## src/rtl/regfile_wb_arbiter.sv

```systemverilog
// Register-file writeback arbiter for two sources: ALU and MEM (load/multicycle).
// ALU has priority on a conflict. A MEM request that keeps losing is forced to
// win once its loss streak reaches STARVE_LIMIT. The winner is written to the
// register-file port one cycle later.
module regfile_wb_arbiter #(
  parameter int unsigned STARVE_LIMIT = 3
) (
  input  logic        clk,
  input  logic        rst,
  input  logic        alu_valid,
  output logic        alu_ready,
  input  logic [4:0]  alu_rd,
  input  logic [31:0] alu_data,
  input  logic        mem_valid,
  output logic        mem_ready,
  input  logic [4:0]  mem_rd,
  input  logic [31:0] mem_data,
  output logic        rf_we,
  output logic [4:0]  rf_rd_addr,
  output logic [31:0] rf_rd_data,
  output logic [15:0] conflict_cnt
);

  typedef enum logic {ALU_PRI, MEM_FORCE} state_t;

  localparam logic [3:0] LIMIT = 4'(STARVE_LIMIT);

  state_t     state, state_nxt;
  logic [3:0] starve_cnt, starve_nxt, starve_inc;
  logic       alu_hs, mem_hs;

  // Grant: a lone source wins outright; on a conflict the state picks the winner.
  always_comb begin
    alu_ready = 1'b0;
    mem_ready = 1'b0;
    if (!rst) begin
      alu_ready = alu_valid && (!mem_valid || state == ALU_PRI);
      mem_ready = mem_valid && (!alu_valid || state == MEM_FORCE);
    end
  end

  assign alu_hs     = alu_valid && alu_ready;
  assign mem_hs     = mem_valid && mem_ready;
  assign starve_inc = starve_cnt + 4'd1;

  // Next state: count MEM losses in ALU_PRI; leave MEM_FORCE once a real
  // (rd != 0) MEM write goes through or MEM withdraws its request.
  always_comb begin
    state_nxt  = state;
    starve_nxt = starve_cnt;
    case (state)
      ALU_PRI: begin
        if (!mem_valid || mem_hs) begin
          starve_nxt = 4'd0;
        end else begin
          starve_nxt = starve_inc;
          if (starve_inc == LIMIT) state_nxt = MEM_FORCE;
        end
      end
      MEM_FORCE: begin
        if (!mem_valid || (mem_hs && mem_rd != 5'd0)) begin
          state_nxt  = ALU_PRI;
          starve_nxt = 4'd0;
        end
      end
      default: begin
        state_nxt  = ALU_PRI;
        starve_nxt = 4'd0;
      end
    endcase
  end

  // Arbiter state register.
  always_ff @(posedge clk or posedge rst) begin
    if (rst) begin
      state      <= ALU_PRI;
      starve_cnt <= 4'd0;
    end else begin
      state      <= state_nxt;
      starve_cnt <= starve_nxt;
    end
  end

  // Writeback register: rd=0 writes are accepted but suppressed (addr reads 0,
  // data keeps its last value).
  always_ff @(posedge clk or posedge rst) begin
    if (rst) begin
      rf_we      <= 1'b0;
      rf_rd_addr <= 5'd0;
      rf_rd_data <= 32'd0;
    end else begin
      rf_we <= 1'b0;
      if (alu_hs) begin
        rf_we      <= (alu_rd != 5'd0);
        rf_rd_addr <= alu_rd;
        if (alu_rd != 5'd0) rf_rd_data <= alu_data;
      end else if (mem_hs) begin
        rf_we      <= (mem_rd != 5'd0);
        rf_rd_addr <= mem_rd;
        if (mem_rd != 5'd0) rf_rd_data <= mem_data;
      end
    end
  end

  // Saturating count of cycles with both sources requesting.
  always_ff @(posedge clk or posedge rst) begin
    if (rst) begin
      conflict_cnt <= 16'd0;
    end else if (alu_valid && mem_valid && conflict_cnt != 16'hFFFF) begin
      conflict_cnt <= conflict_cnt + 16'd1;
    end
  end

endmodule

```

## config.mk

```make
export PLATFORM = sky130hd
export DESIGN_NAME = regfile_wb_arbiter
export DESIGN_NICKNAME = d
export VERILOG_FILES = /design/src/rtl/regfile_wb_arbiter.sv
export SDC_FILE = /design/constraint.sdc
export NUM_CORES = 1
export LEC_CHECK = 0
export ABC_AREA = 1
export CAP_MARGIN = 20
export CELL_PAD_IN_SITES_DETAIL_PLACEMENT = 0
export CELL_PAD_IN_SITES_GLOBAL_PLACEMENT = 1
export CORE_ASPECT_RATIO = 1.1
export CORE_UTILIZATION = 32
export DETAILED_ROUTE_END_ITERATION = 8
export MAX_ROUTING_LAYER = met4
export PLACE_DENSITY = 0.95
export SKIP_LAST_GASP = 1
export SLEW_MARGIN = 40
export SYNTH_ARGS = -nofsm -noshare
export SYNTH_HDL_FRONTEND = slang
export SYNTH_SLANG_ARGS = --single-unit
```

## constraint.sdc

```tcl
create_clock -name clk -period 7.85 [get_ports clk]
set_clock_uncertainty 0.05 [all_clocks]
set_input_delay 1.57 -clock clk [delete_from_list [all_inputs] [get_ports clk]]
set_output_delay 1.57 -clock clk [all_outputs]
set_load 0.01 [all_outputs]
```

After elaboration in Yosys (flattened, before gate mapping)
Cells that the tools add are included.
Widths: inputs -> output; s select.
- bits in registers: 59
- input bits: 78
- logic and storage cells: 48
- equality and inequality tests: 4
- bitwise gates (word level): 1
- add/subtract/negate cells: 2
- mux-type cells: 17
- reductions and logical operators: 18
- operator list (cell ; number):
    $mux 32 ; 4
    $add 16x1->16 const B ; 1
    $ne 16x16->1 const B ; 1
    $mux 5 ; 2
    $reduce_bool 5->1 ; 2
    $mux 4 ; 2
    $pmux 4 s2 ; 1
    $logic_and 1x1->1 ; 7
    $mux 1 ; 7
    $add 4x1->4 const B ; 1
    $eq 4x2->1 const B ; 1
    $logic_or 1x1->1 ; 4
    $ne 2x1->1 const B ; 2
    $reduce_bool 2->1 ; 2
    $reduce_and 3->1 ; 1
    $logic_not 1->1 ; 2
    $pmux 1 s2 ; 1
    $not 1->1 ; 1

Depth between registers and ports, before layout
Gate-level depths: netlist of run 1.
- depth in word-level cells: 9
- mapped depth: 9
- mapped depth without buffers: 9

Least setup slack after synthesis of run 1
OpenSTA, ideal clock, no wires.
- path type: in2out
- from: input rst
- to: output alu_ready
- data arrival time: 3.538 ns
- path slack: 2.692 ns
- required time: 6.230 ns
- path buffers: 1
- cell stages on the path: 4
- path through: inv_1 -> nand3_2 -> inv_2 -> buf_2
- word-level cells in the longest chain between the ends: 1
- ends and longest elaborated chain (element ; line ; text):
    from (decl) ; 9 ; input logic rst,
    $mux 1 ; 36 ; if (!rst) begin
    to (decl) ; 11 ; output logic alu_ready,
Every way passes these cells.

Final worst setup path of run 1
- from: input alu_valid
- to: output alu_ready
- word-level cells in the longest chain between the ends: 2
- ends and longest elaborated chain (element ; line ; text):
    from (decl) ; 10 ; input logic alu_valid,
    $logic_and 1x1->1 ; 37 ; alu_ready = alu_valid && (!mem_valid || state == ALU_PRI);
    $mux 1 ; 36 ;
Every way passes these cells.

==> impl_metrics.py, run 1 <==
metrics = {
    "critical_path": {
        "r2r_slack_ns": 4.94,
        "crit_slowest_cell": "inv_2",
        "timing.rr.start": "state",
        "rr_endpoint": "rf_rd_data[0]",
        "crit_buf_inv": 3,
        "crit_family": "buffers and inverters",
        "worstPathRequired_ns": 6.23,
        "cpMostUsedCell": "clkdlybuf4s50_1",
        "worstPathCellList": "clkdlybuf4s50_1 -> nand3_2 -> inv_2 -> clkdlybuf4s50_1",
        "worst-path-max-fanout": 41,
        "crit_path_start": "alu_valid",
        "endpoint": "alu_ready",
        "start_kind": "input pin",
        "arrival_ns": 4.17,
        "endpoint_kind": "output port",
        "reg2regPathDepth": 7,
        "crit_type": "in2out",
        "cpPeakStageDelay_ns": 0.75,
        "path_depth": 4,
    },
    "timing": {
        "relSlewSlack": 0.487,
        "maxSlewViolCount": 0,
        "fmax_ghz": 0.173,
        "finalHoldViolations": 0,
        "period_share": 0.737,
        "hold_slack_ns": 0.459,
        "min_period_ns": 5.79,
        "worst_slew_pin_slew_ns": 0.768,
        "grt_setup_unrepaired": "false",
        "tns_ns": 0,
        "finalSetupViolCount": 0,
    },
    "route": {
        "wirelength_microns": 8810,
        "vias_per_cell": 4.65,
        "ant_nets": 0,
        "wl_met1_microns": 3890,
        "drc": 16,
        "met3WireLength_microns": 571,
        "num_vias": 3313,
        "drt-initial-drc-count": 117,
        "routedWlPerCell_microns": 12.4,
        "drt-pass1-iter-count": 6,
        "highest_layer": "met4",
        "dr_wl_met2_microns": 4220,
    },
    "floorplan": {
        "num_io_pins": 134,
        "die_area_sq_um": 10500,
        "core_area_sq_um": 9840,
        "row_count": 38,
        "start_util": 0.329,
        "die_h_microns": 107,
        "die_w_microns": 97.8,
    },
    "global_route": {
        "grt_pass1_wl_microns": 14400,
        "grt_start_max_net_pins": 61,
        "grt_overflow": 0,
        "grt_pass1_vias": 3099,
        "grt_usage": 0.179,
        "antenna_found_initial": 0,
    },
    "pwr": {
        "switchingPower_uw": 272,
        "sw_frac_of_total": 0.276,
        "share_comb_of_total_power": 0.267,
        "power.internal_uw": 713,
        "power_density_nw_per_um2": 202,
        "p_leak_nw": 2.40,
        "ir_worst_vdd_mv": 0.0879,
        "pwr-share-clk": 0.342,
        "p_seq_frac": 0.391,
    },
    "placed_design": {
        "place_hpwl_microns": 6550,
        "gp_congestion": 0.808,
        "numPortBuffers": 133,
        "post_dp_cell_area_sq_um": 4640,
    },
    "synth": {
        "ys_seq_area_frac": 0.457,
        "synth_area_per_cell_sq_um": 7.04,
        "yosys_warnings": 0,
        "syn-num-nets": 540,
        "synth-edff-count": 0,
        "synth_cells": 459,
        "synth_area_sq_um": 3230,
        "synth-seq-cells": 59,
        "ys_async_sr_fraction": 1.00,
        "synthDistinctLibCells": 27,
        "ys.flop_type": "dfrtp_1",
    },
    "cells_and_area": {
        "antennaDiodeCount": 0,
        "syn_to_final_growth_pct": 51.1,
        "final_common_cell": "nand2_1",
        "stdcell_area_sq_um": 4880,
        "nets": 668,
        "nFillCells": 963,
        "drive_gt1_frac": 0.0490,
        "final_cell_mix": "nand2_1, clkdlybuf4s50_1, dfrtp_1",
    },
    "min_path": {
        "holdCritPathClass": "reg2reg",
        "hold_depth": 2,
    },
    "run": {
        "cap_violations": 0,
    },
    "clocking": {
        "numCtsBuffers": 9,
        "cts_tree": "yes",
        "cts_setup_buffers": 0,
        "hold_buffers": 0,
        "clk_pin_slew_worst_paths_ns": 0.07,
        "post_cts_resized": 0,
        "cts_sinks": 59,
        "clockBufferDepth": 2,
        "clk_latency_ns": 0.32,
        "cts.root.buffer_cell": "clkbuf_8",
        "cts.htree.levels": 3,
    },
    "run_status": {
        "status": "finished, violations left",
        "violations": "design-rule violations",
    },
}
==> synthesized netlist by cell type, types with 2 or more instances <==
library cell / n / area share
nand2_1: 244 / 0.28
dfrtp_1: 59 / 0.46
nand3_1: 48 / 0.074
inv_1: 25 / 0.029
nor2_1: 21 / 0.024
buf_2: 12 / 0.019
xnor2_1: 8 / 0.022
nand4_1: 7 / 0.014
o21ai_0: 5 / 0.0077
clkbuf_1: 4 / 0.0046
ha_1: 3 / 0.012
inv_2: 3 / 0.0035
a21oi_1: 2 / 0.0031
nand2_2: 2 / 0.0039
nand3b_1: 2 / 0.0046
o221ai_1: 2 / 0.0054
xor2_1: 2 / 0.0054
==> registers in the layout, summed over array words and instances (netlist names) <==
| name | count |
|---|---|
| rf_we | 1 |
| starve_cnt | 4 |
| conflict_cnt | 16 |
| rf_rd_addr | 5 |
| state | 1 |
| rf_rd_data | 32 |
==> power by group through the flow <==
stage               clock network, mW  logic [mW]  registers, mW
finish                          0.337       0.263          0.385
global route                    0.360       0.289          0.393
CTS                             0.345       0.266          0.386
detailed placement                  0       0.266          0.390
global placement                    0       0.261          0.388
floorplan                           0      0.0938          0.405
==> metrics by stage <==
stage | std cells | util | power, mW | setup WS, ns
6_report | 712 | 0.496 | 0.985 | 2.06
5_1_grt | 712 | 0.496 | 1.04 | 1.88
4_1_cts | 712 | 0.496 | 0.997 | 2.07
3_5_place_dp | 696 | 0.471 | 0.656 | 2.07
3_3_place_gp | 696 | 0.471 | 0.650 | 2.13
2_1_floorplan | 459 | - | 0.499 | 2.69
==> how the worst min path moves through the flow <==
stage | to | from | slack [ns]
after detailed placement | rf_rd_data[8] | rf_rd_data[8] | 0.44
after global placement | rf_rd_data[20] | rf_rd_data[20] | 0.44
after global routing | rf_rd_addr[0] | rf_rd_addr[0] | 0.50
after CTS | rf_rd_data[8] | rf_rd_data[8] | 0.46
final | rf_rd_data[8] | rf_rd_data[8] | 0.46
after floorplan | starve_cnt[2] | starve_cnt[2] | 0.46
==> per-layer routing <==
metal  track usage  vias to the layer above
li1              -                     1687
met1         0.218                     1506
met2         0.292                      108
met3        0.0396                       12
met4        0.0617                        0
met5             -                        -
==> area by class of cell <==
cell class / instances / area (sq um) / area share
well taps: 120 / 150 / 0.0307
multi-input cells: 354 / 1560 / 0.320
clock inverters: 5 / 100 / 0.0205
clock buffers: 11 / 141 / 0.0289
inverters: 28 / 105 / 0.0215
repair buffers: 135 / 1350 / 0.276
flip-flops and latches: 59 / 1480 / 0.302
==> worst reg2reg max path, delay by kind of cell (launching register included) <==
kind,cells,cell delay (ns)
AND/OR/NAND/NOR,5,1.43
buffers and inverters,1,0.78
flip-flops,1,0.43
AO/OA/AOI/OAI,1,0.16
==> cell families after synthesis <==
family | share of synthesized area
DFF | 0.457
and+or+nand+nor | 0.413
xor gates and xnor gates | 0.0271
adders and majority gates | 0.0116
AOI/OAI and AO/OA | 0.0306
buffers and inverters | 0.0615
(Power assumes the default switching activity.)
==> run 2: changes to the inputs <==
- CORE_UTILIZATION: 32 -> 30
- PLACE_DENSITY: 0.95 -> 0.93
- clock period: 7.85 -> 5.6 ns (I/O delays scaled with it)
==> run 2 against run 1 <==
Against the previous run: the flow now finishes without violations; via count grew 2.7%; critical path depth grew 1; worst setup slack lost 0.56 ns; non-clock buffer count grew 1; flip-flop and latch count is the same; clock-buffer cell count grew 3; die area grew 6.5%; sequential power grew 41%; cell count grew 3.2%; cell area grew 1.9%; critical endpoint unchanged.
==> impl_metrics.py, run 2 (synthesized netlist as in run 1, its figures left out) <==
metrics = {
    "timing": {
        "fmax_ghz": 0.244,
        "min_period_ns": 4.09,
        "relSlewSlack": 0.567,
        "worst_slew_pin_slew_ns": 0.648,
        "grt_setup_unrepaired": "false",
        "finalHoldViolations": 0,
        "tns_ns": 0,
        "period_share": 0.730,
        "maxSlewViolCount": 0,
        "finalSetupViolCount": 0,
    },
    "route": {
        "num_vias": 3403,
        "drt-initial-drc-count": 81,
        "vias_per_cell": 4.63,
        "drt-pass1-iter-count": 6,
        "wirelength_microns": 9440,
        "routedWlPerCell_microns": 12.8,
        "ant_nets": 0,
        "drc": 0,
    },
    "cells_and_area": {
        "top_regs": "rf_rd_data x32, conflict_cnt x16, rf_rd_addr x5",
        "largest_reg_flops": 32,
        "top_register": "rf_rd_data",
        "nets": 669,
        "syn_to_final_growth_pct": 54.0,
        "antennaDiodeCount": 0,
        "final_common_cell": "nand2_1",
        "drive_gt1_frac": 0.0507,
        "nFillCells": 1080,
        "final_cell_mix": "nand2_1, clkdlybuf4s50_1, dfrtp_1",
    },
    "global_route": {
        "antenna_found_initial": 0,
        "use_met3": 0.0498,
        "met2_usage": 0.289,
        "grt_pass1_vias": 3387,
        "grt_start_max_net_pins": 61,
        "grt_pass1_wl_microns": 15500,
        "met1_usage": 0.220,
        "grt_overflow": 0,
        "grt_busiest_layer": "met2",
        "grt_usage": 0.181,
    },
    "floorplan": {
        "num_io_pins": 134,
        "die_h_microns": 111,
        "die_area_sq_um": 11200,
        "row_count": 39,
        "die_w_microns": 101,
        "core_area_sq_um": 10400,
        "start_util": 0.310,
    },
    "placed_design": {
        "place_hpwl_microns": 6830,
        "numPortBuffers": 133,
        "gp_congestion": 0.821,
    },
    "clocking": {
        "clk_latency_ns": 0.32,
        "cts.root.buffer_cell": "clkbuf_16",
        "cts_tree": "yes",
        "hold_buffers": 0,
        "numCtsBuffers": 9,
        "clk_pin_slew_worst_paths_ns": 0.05,
        "post_cts_resized": 0,
        "cts.htree.levels": 3,
        "clockBufferDepth": 2,
        "cts_sinks": 59,
        "cts_setup_buffers": 0,
    },
    "pwr": {
        "total_power_mw": 1.45,
        "ir_worst_vdd_mv": 0.145,
        "power_density_nw_per_um2": 292,
        "p_leak_nw": 2.43,
    },
    "run": {
        "cap_violations": 0,
    },
    "critical_path": {
        "endpoint_kind": "output port",
        "crit_path_start": "mem_valid",
        "start_kind": "input pin",
        "crit_type": "in2out",
        "arrival_ns": 2.92,
        "timing.rr.start": "state",
        "worstPathRequired_ns": 4.43,
        "worst-path-max-fanout": 37,
    },
    "run_status": {
        "status": "completed",
    },
    "min_path": {
        "hold_path.startpoint": "rf_rd_data[11]",
        "holdCritPathClass": "reg2reg",
    },
}
-- run 2: changes by cell type in the layout (fill, tap and decap cells not counted) --
cell	previous run	this run
bufinv_16	3	0
clkbuf_1	1	0
clkbuf_8	10	5
clkinv_2	2	1
clkbuf_16	0	9
buf_4	1	2
-- run 2: cell type report --
cell class | count | area, sq um | area share
Multi-Input combinational cell | 354 | 1560 | 0.314
Sequential cell | 59 | 1480 | 0.297
Clock inverter | 1 | 5.00 | 0.00101
Inverter | 28 | 105 | 0.0211
Clock buffer | 14 | 294 | 0.0591
Tap cell | 143 | 179 | 0.0359
Timing Repair Buffer | 136 | 1360 | 0.273
-- run 2: stage by stage --
step	cell area, sq um	setup WS, ns	hold WS (ns)	instances	utilization
2_1_floorplan	3230	1.34	0.459	459	-
3_3_place_gp	4670	1.53	0.439	720	0.447
3_5_place_dp	4680	1.49	0.446	720	0.448
4_1_cts	4970	1.49	0.458	735	0.476
5_1_grt	4980	1.41	0.476	735	0.477
6_report	4980	1.51	0.454	735	0.477
-- run 2: critical path: stages --
cell             delay (ns)
clkdlybuf4s50_1        0.45
nand2_1                0.12
nand3_2                0.10
inv_2                  0.46
clkdlybuf4s50_1        0.65
-- run 2: path summary, 6_finish.rpt --
kind	endpoint	slack, ns	cells after the start
worst max register to register	rf_rd_data[10]	3.50	6
worst max-delay path	alu_ready	1.51	5
min in group asynchronous	starve_cnt[3]	1.30	3
max in group asynchronous	conflict_cnt[7]	3.83	3
worst min-delay path	rf_rd_data[11]	0.45	2
worst min register to register	rf_rd_data[11]	0.45	2
-- run 2: report_power, final --
group          internal (mW)  total (mW)  switching, mW
Clock                  0.356       0.542          0.186
Combinational          0.204       0.369          0.165
Sequential             0.490       0.542         0.0524
-- run 2: per-layer routing --
metal,share of wire,vias up
li1,-,1696
met1,0.45,1593
met2,0.48,106
met3,0.059,8
met4,0.0091,0
met5,0,-
==> edit (settings of run 1) <==
Make the reset (`rst`) synchronous in 3 clocked blocks.
--- a/src/rtl/regfile_wb_arbiter.sv
+++ b/src/rtl/regfile_wb_arbiter.sv
@@ -71,7 +71,7 @@
   end
 
   // Arbiter state register.
-  always_ff @(posedge clk or posedge rst) begin
+  always_ff @(posedge clk) begin
     if (rst) begin
       state      <= ALU_PRI;
       starve_cnt <= 4'd0;
@@ -83,7 +83,7 @@
 
   // Writeback register: rd=0 writes are accepted but suppressed (addr reads 0,
   // data keeps its last value).
-  always_ff @(posedge clk or posedge rst) begin
+  always_ff @(posedge clk) begin
     if (rst) begin
       rf_we      <= 1'b0;
       rf_rd_addr <= 5'd0;
@@ -103,7 +103,7 @@
   end
 
   // Saturating count of cycles with both sources requesting.
-  always_ff @(posedge clk or posedge rst) begin
+  always_ff @(posedge clk) begin
     if (rst) begin
       conflict_cnt <= 16'd0;
     end else if (alu_valid && mem_valid && conflict_cnt != 16'hFFFF) begin
Formal check against the unedited RTL: differs if rst is asserted again (counterexample within 4 cycles, from zero or initial values and one cycle with rst high); with rst held inactive, the same outputs for 10 cycles.
==> edit against run 1 <==
  * Setup slack improved by 0.097 ns
  * Sequential cell count did not move
  * Critical path depth up 2
  * Non-clock buffer count decreased by 1
  * Total power fell by 25%
  * Combinational power shrank 45%
  * Area after synthesis is 6.9% lower
  * Routed wire length fell by 2.1%
  * Design area decreased by 6.9%
  * Sequential share of layout area decreased by 4.2 points
  * Critical path type unchanged
  * Critical endpoint unchanged
==> edit: results <==
[pwr]
irDropWorstVdd_uv = 70.85
p_leak_nw = 1.889

[grt]
grt_max_degree = 38
grtUsageMet1_pct = 22.81
grt.total_usage_pct = 19.43
grt_pass1_wl_um = 14670
use_met2_pct = 30.75
grt_pass1_vias = 3169
use_met3_pct = 6.314

[critical_path]
cp_max_fo = 37
r2r_end = rf_rd_data[9]$_SDFFE_PP0P_
r2r_cells = 8
rrSetupSlack_ns = 5.46
cpMaxStageDelayCell = clkdlybuf4s50_1
crit_arrival_ns = 4.07
max_stage_delay_ns = 0.66
reg2reg_from = state$_SDFF_PP0_

[hold_path]
holdPathStages = 2
hp-start = rf_rd_data[5]$_SDFFE_PP0P_

[placement]
dp_hpwl_um = 6446
gp_congestion = 0.8649

[synthesis]
synth_commonest_cells = nand2_1 (191), nor2_1 (70), dfxtp_1 (59), a21oi_1 (31), inv_1 (23)
synth-async-reset-ratio_pct = 0
synth_nets = 544
yosysSeqAreaShare_pct = 39.24
synth_area_leaders = dfxtp_1 (39%), nand2_1 (24%), nor2_1 (8.7%)
ys_types = 31

[cells_and_area]
nets = 670
drive_above_1_share_pct = 4.714

[run_status]
status = finished, final reports clean

[drt]
viasPerCell = 4.631
dr.pass1.iters = 4
drt-total-wl_um = 8627
first_iter_violations = 138

[clocking]
clk_pin_slew_worst_paths_ns = 0.07
cts_max_level = 3
## edit: power groups by stage
stage | combinational (mW) | sequential [mW] | clock (mW)
detailed placement | 0.144 | 0.332 | 0
CTS | 0.145 | 0.326 | 0.278
global route | 0.159 | 0.328 | 0.294
finish | 0.144 | 0.326 | 0.271
floorplan | 0.0593 | 0.338 | 0
global placement | 0.143 | 0.332 | 0
## edit: through the flow
step           hold WS [ns]  setup WS, ns  instances  area, sq um
2_1_floorplan        0.4090         4.035        463         3010
3_3_place_gp         0.3973         2.188        692         4354
3_5_place_dp         0.4064         2.144        692         4354
4_1_cts              0.4148         2.131        708         4547
5_1_grt              0.4435         1.959        708         4547
6_report             0.4109         2.162        708         4547
## edit: layout make-up
class / count / area [sq um]
Inverter: 27 / 108.9
Clock buffer: 9 / 123.9
Multi-Input combinational cell: 358 / 1583
Sequential cell: 59 / 1181
Fill cell: 874 / 4462
Clock inverter: 7 / 68.82
Tap cell: 114 / 142.6
Timing Repair Buffer: 134 / 1339
## edit: logic make-up after synthesis
family	Yosys count	synth area share (%)
adder cells (fa/ha/maj)	3	1.247
flip-flops	59	39.24
buffers and inverters	46	8.188
AO/OA/AOI/OAI	60	10.72
XOR/XNOR	9	2.618
AND/OR/NAND/NOR	286	37.99
## edit: worst register-to-register path: cells and delay by family (launching register included)
| kind | cells | cell delay (ns) |
|---|---|---|
| buffers and inverters | 2 | 0.81 |
| AND/OR/NAND/NOR | 6 | 1.11 |
| flip-flops | 1 | 0.31 |
## edit: worst max-delay path by stage
stage	slack, ns	from	to	cells after the start
after global placement	2.19	rst	alu_ready	6
final	2.16	rst	alu_ready	6
after floorplan	4.04	rst	alu_ready	5
after global routing	1.96	rst	alu_ready	6
after CTS	2.13	rst	alu_ready	6
after detailed placement	2.14	rst	alu_ready	6
## edit: metal layers
metal | up-vias | share of wire [%]
met5 | - | 0
met4 | 0 | 1.9
met3 | 14 | 8.9
met2 | 112 | 47
met1 | 1454 | 42
li1 | 1699 | -
